--- config.mk ---
export PLATFORM = sky130hd
export DESIGN_NAME = wb_single_master
export DESIGN_NICKNAME = d
export VERILOG_FILES = /design/src/rtl/wb_single_master.sv
export SDC_FILE = /design/constraint.sdc
export NUM_CORES = 1
export LEC_CHECK = 0
export CAP_MARGIN = 20
export CORE_AREA = 4 4 83 85
export CTS_BUF_LIST = sky130_fd_sc_hd__clkbuf_8
export DETAILED_ROUTE_END_ITERATION = 6
export DIE_AREA = 0 0 87 89
export PLACE_DENSITY_LB_ADDON = 0.2
export SLEW_MARGIN = 20
export SYNTH_ARGS = -nofsm -noshare
export SYNTH_HDL_FRONTEND = slang
export SYNTH_SLANG_ARGS = --single-unit
--- constraint.sdc ---
create_clock -name wb_clk -period 2.82 [get_ports wb_clk]
set_clock_uncertainty 0.2 [all_clocks]
set_input_delay 0.282 -clock wb_clk [delete_from_list [all_inputs] [get_ports wb_clk]]
set_output_delay 0.282 -clock wb_clk [all_outputs]
set_load 0.02 [all_outputs]
--- src/rtl/wb_single_master.sv ---
// Single-transfer Wishbone classic master: accepts one command, runs one bus cycle with
// retry/backoff and timeout handling, then presents one response.
module wb_single_master #(
    parameter int wb_dat_width   = 8,
    parameter int wb_adr_width   = 3,
    parameter int timeout_cycles = 255,
    parameter int max_retries    = 3
) (
    input  logic                    wb_clk,
    input  logic                    wb_rst_n,
    input  logic                    cmd_valid,
    output logic                    cmd_ready,
    input  logic                    cmd_we,
    input  logic [wb_adr_width-1:0] cmd_adr,
    input  logic [wb_dat_width-1:0] cmd_dat,
    output logic                    rsp_valid,
    input  logic                    rsp_ready,
    output logic [wb_dat_width-1:0] rsp_dat,
    output logic                    rsp_err,
    output logic                    rsp_timeout,
    output logic [wb_adr_width-1:0] wb_adr_o,
    output logic [wb_dat_width-1:0] wb_dat_o,
    output logic                    wb_we_o,
    output logic                    wb_cyc_o,
    output logic                    wb_stb_o,
    output logic [2:0]              wb_cti_o,
    output logic [1:0]              wb_bte_o,
    input  logic [wb_dat_width-1:0] wb_dat_i,
    input  logic                    wb_ack_i,
    input  logic                    wb_err_i,
    input  logic                    wb_rty_i
);

    typedef enum logic [1:0] {
        IDLE,
        BUS,
        BACKOFF,
        RESP
    } state_t;

    localparam logic [3:0] MaxRetry    = 4'(max_retries);
    localparam logic [7:0] TimeoutLast = 8'(timeout_cycles - 1);

    state_t                  state_q, state_d;
    logic                    live_q;
    logic                    we_q, we_d;
    logic [wb_adr_width-1:0] adr_q, adr_d;
    logic [wb_dat_width-1:0] dat_q, dat_d;
    logic [3:0]              retryCnt_q, retryCnt_d;
    logic [7:0]              toCnt_q, toCnt_d;
    logic [wb_dat_width-1:0] rspDat_q, rspDat_d;
    logic                    rspErr_q, rspErr_d;
    logic                    rspTimeout_q, rspTimeout_d;

    // live_q delays command acceptance by one edge so reset release is seen synchronously
    always_ff @(posedge wb_clk or negedge wb_rst_n) begin
        if (!wb_rst_n) begin
            state_q      <= IDLE;
            live_q       <= 1'b0;
            we_q         <= 1'b0;
            adr_q        <= '0;
            dat_q        <= '0;
            retryCnt_q   <= '0;
            toCnt_q      <= '0;
            rspDat_q     <= '0;
            rspErr_q     <= 1'b0;
            rspTimeout_q <= 1'b0;
        end else begin
            state_q      <= state_d;
            live_q       <= 1'b1;
            we_q         <= we_d;
            adr_q        <= adr_d;
            dat_q        <= dat_d;
            retryCnt_q   <= retryCnt_d;
            toCnt_q      <= toCnt_d;
            rspDat_q     <= rspDat_d;
            rspErr_q     <= rspErr_d;
            rspTimeout_q <= rspTimeout_d;
        end
    end

    always_comb begin
        state_d      = state_q;
        we_d         = we_q;
        adr_d        = adr_q;
        dat_d        = dat_q;
        retryCnt_d   = retryCnt_q;
        toCnt_d      = toCnt_q;
        rspDat_d     = rspDat_q;
        rspErr_d     = rspErr_q;
        rspTimeout_d = rspTimeout_q;
        case (state_q)
            IDLE: begin
                if (cmd_valid && cmd_ready) begin
                    we_d       = cmd_we;
                    adr_d      = cmd_adr;
                    dat_d      = cmd_dat;
                    retryCnt_d = '0;
                    toCnt_d    = '0;
                    state_d    = BUS;
                end
            end
            BUS: begin
                // err beats ack beats rty; any of them beats the timeout on the same cycle
                if (wb_err_i || (wb_rty_i && !wb_ack_i && retryCnt_q == MaxRetry)) begin
                    rspDat_d     = '0;
                    rspErr_d     = 1'b1;
                    rspTimeout_d = 1'b0;
                    state_d      = RESP;
                end else if (wb_ack_i) begin
                    rspDat_d     = we_q ? '0 : wb_dat_i;
                    rspErr_d     = 1'b0;
                    rspTimeout_d = 1'b0;
                    state_d      = RESP;
                end else if (wb_rty_i) begin
                    retryCnt_d = retryCnt_q + 4'd1;
                    state_d    = BACKOFF;
                end else if (toCnt_q == TimeoutLast) begin
                    rspDat_d     = '0;
                    rspErr_d     = 1'b1;
                    rspTimeout_d = 1'b1;
                    state_d      = RESP;
                end else begin
                    toCnt_d = toCnt_q + 8'd1;
                end
            end
            BACKOFF: begin
                toCnt_d = '0;
                state_d = BUS;
            end
            RESP: begin
                if (rsp_ready) begin
                    state_d = IDLE;
                end
            end
            default: state_d = IDLE;
        endcase
    end

    assign cmd_ready   = live_q && (state_q == IDLE);
    assign rsp_valid   = (state_q == RESP);
    assign rsp_dat     = rspDat_q;
    assign rsp_err     = rspErr_q;
    assign rsp_timeout = rspTimeout_q;
    assign wb_cyc_o    = (state_q == BUS);
    assign wb_stb_o    = (state_q == BUS);
    assign wb_adr_o    = adr_q;
    assign wb_dat_o    = dat_q;
    assign wb_we_o     = we_q;
    assign wb_cti_o    = 3'b000;
    assign wb_bte_o    = 2'b00;

endmodule

==> results.md <==
- Clk buf depth: 2
- Fin cells: 300
- Reg2reg end: toCnt_q[3]
- Hold Crit Class: reg -> reg
- Crit-path max FO: 9
- Final instance area: around 0.0025 sq mm
- Area contributors post-synth: dfrtp_1 51%, mux2_1 5.0%, mux2i_1 4.4%, nand2_1 3.5%, inv_1 2.9%
- Post-DP Area: 0.00239 sq mm
- RSZ-0062 raised after global routing: no
- Worst endpoint required time: around 2.3 ns
- Power Total: 2.31 mW
- Crit path cell chain: or2b_1 > inv_1 > clkdlybuf4s50_1
- FP Rows: 29
- Ys flop type: dfrtp_1
- Dominant cell by count in the synthesized netlist: dfrtp_1
- Number of top-level pins: 58
- Maxcap violations: 0
- Leak Pwr: roughly 1.0 nW
- Slowest CP cell: clkdlybuf4s50_1
- Ratio of cells with drive above 1 in the final layout: 8.97%
- Routed len/inst: around 14 microns
- R2r worst-path depth: 6
- Initial core utilization: between 20% and 30%
- Gr ovfl total: 0
- Core ar.: slightly above 0.006 sq mm
- Ys Warns: 0
- Vias in the first global route: about 1,500
- Yosys top cell area share: 51.2%
- Via count: approximately 1,400
- H-tree depth: 2
- DIE HEIGHT: 89 microns
- CTS sink cnt: 37
- Final setup violation count: 0
- Peak Freq: 413 MHz
- Syn avg cell area: between 10 and 15 sq um
- Hold Violations, Final: 0
- Leading area contributor after synthesis: dfrtp_1
- Fraction of registers with async set/reset: 100%
- Worst path arrival time: 1.94 ns
- Crit Path Class: reg -> out
- Inst Count DP: roughly 290
- Fin Setup TNS: 0 ns
- Top post-synthesis cells by count: 37 x dfrtp_1, 17 x nand2_1, 14 x inv_1
- Crit path time final: about 2.4 ns
- Post-route ant nets: 0
- Full die area: approximately 0.0077 sq mm
- Clock Latency Late Sink: 0.29 ns
- First-pass GRT wire length: 7.19 mm
- Distinct cells, synth: 44
- Vias per cell: approximately 4.6
- GPL Wtd Cong: approximately 0.75
- I/O Buffers: 52
- Clk root buf: clkbuf_8
- Worst-path clk slew: 0.08 ns
- Final Net Count: between 200 and 300
- Worst IR drop on VDD: between 500 and 600 uV
- Critical path capture point type: output port
- WHS Endpoint: wb_adr_o[0]
- Slew Limit Fails: 0
- Sequential fraction of the synthesis area: around 51%
- Largest net degree at the start of global routing: 38
- Crit-path leading delay family: buffers and inverters
- Die width: a little under 90 microns
- Worst-Margin Slew: approximately 0.82 ns
- Status: finished, final reports clean
- Post-synth EDFFs: 0
- DRC: 0
- Post-route clock period utilization: ~86%
- FF-to-FF setup slack: roughly 0.58 ns
- Max incr delay on CP: around 0.63 ns
- Initial DRC count: between 70 and 80
- Rel. slew slack: 45.3%
- PD cells: just over 900 mW/mm^2
- CTS Buf Count: 5
- Min-delay src: wb_adr_o[0]
- Antenna Cells: 0
- PostCTS Resize Cnt: 0
- Placed wire-length estimate: approximately 3 mm
- Initial antenna violation count: 0
- Area growth from synthesis to layout: 37.5%
- Worst path bufs/invs: 2
- GRT Total Usage: between 10% and 20%
- Startpoint Class: flip-flop
- Mapped Area: ~0.0018 sq mm
- Synth Register Bits: 37
- RR Startpoint: toCnt_q[0]
- Synth Instances: 166
- DR pass1 iterations: 4
- Worst hold path stage count: 1
- Final hold slack: between 0.2 and 0.3 ns
- TritonCTS clock tree: built
- Final WL: roughly 4.2 mm
[area by class of cell]
cell class                      count  area, sq um
Fill cell                         634         3720
Sequential cell                    37          926
Multi-Input combinational cell    108          777
Timing Repair Buffer               56          548
Tap cell                           77         96.3
Clock buffer                        5         68.8
Inverter                           14         52.6
Clock inverter                      3         17.5
[registers in the layout, indices dropped and copies added, names as in the netlist]
name         count
rsp_dat          8
toCnt_q          8
wb_dat_o         8
retryCnt_q       4
wb_adr_o         3
state_q          2
live_q           1
rsp_err          1
rsp_timeout      1
wb_we_o          1
[power by group]
part | internal (mW) | total [mW] | leakage, nW | switching, mW
sequential | 0.723 | 0.868 | 0.475 | 0.145
combinational | 0.535 | 1.07 | 0.527 | 0.536
clock | 0.171 | 0.370 | 0.0439 | 0.199
[layer usage]
layer | vias up | GRT usage, % | part of all wire [%]
li1 | 679 | - | -
met1 | 652 | 15.1 | 47
met2 | 43 | 18.6 | 44
met3 | 5 | 5.16 | 7.9
met4 | 0 | 2.97 | 0.96
met5 | - | 0 | 0
[metrics by stage]
step / utilization [%] / setup WS, ns
6_report: 40.1 / 0.401
5_1_grt: 40.1 / 0.283
4_1_cts: 40.1 / 0.392
3_5_place_dp: 38.5 / 0.375
3_3_place_gp: 38.5 / 0.410
2_1_floorplan: - / 0.817
[cell families (layout without fill, tap and decap cells)]
family	Yosys count	count (layout)	share of synthesized area, %
AO/OA/AOI/OAI	34	34	13.6
adder cells (fa/ha/maj)	3	3	2.08
multiplexers	20	20	11.9
AND/OR/NAND/NOR	45	45	14.2
other	2	6	0.415
flip-flops	37	37	51.2
buffers and inverters	25	78	6.64
[what timing repair did]
action                     4_1_cts  5_1_grt
hold endpoints to repair        37        0
hold buffers                     1        0
setup endpoints to repair        0        0
setup buffers                    0        0
[worst max-delay path by stage]
stage / start / end / cells past startpoint
6_report: state_q[1] / wb_cyc_o / 3
5_1_grt: state_q[0] / wb_cyc_o / 3
4_1_cts: state_q[1] / wb_cyc_o / 3
3_5_place_dp: wb_err_i / toCnt_q[5] / 5
3_3_place_gp: wb_err_i / toCnt_q[7] / 5
2_1_floorplan: state_q[1] / toCnt_q[7] / 5
[cells in the final DEF, fill, tap and decap left out, types with 4 or more instances in the layout]
cell,n
and2_1,4
clkdlybuf4s50_1,51
a21oi_1,7
clkbuf_8,5
a31oi_1,7
conb_1,6
mux2_2,4
mux2i_1,8
nand2_1,17
mux2_1,8
inv_1,14
dfrtp_1,37
No activity file was read; power rests on OpenSTA's default activity.
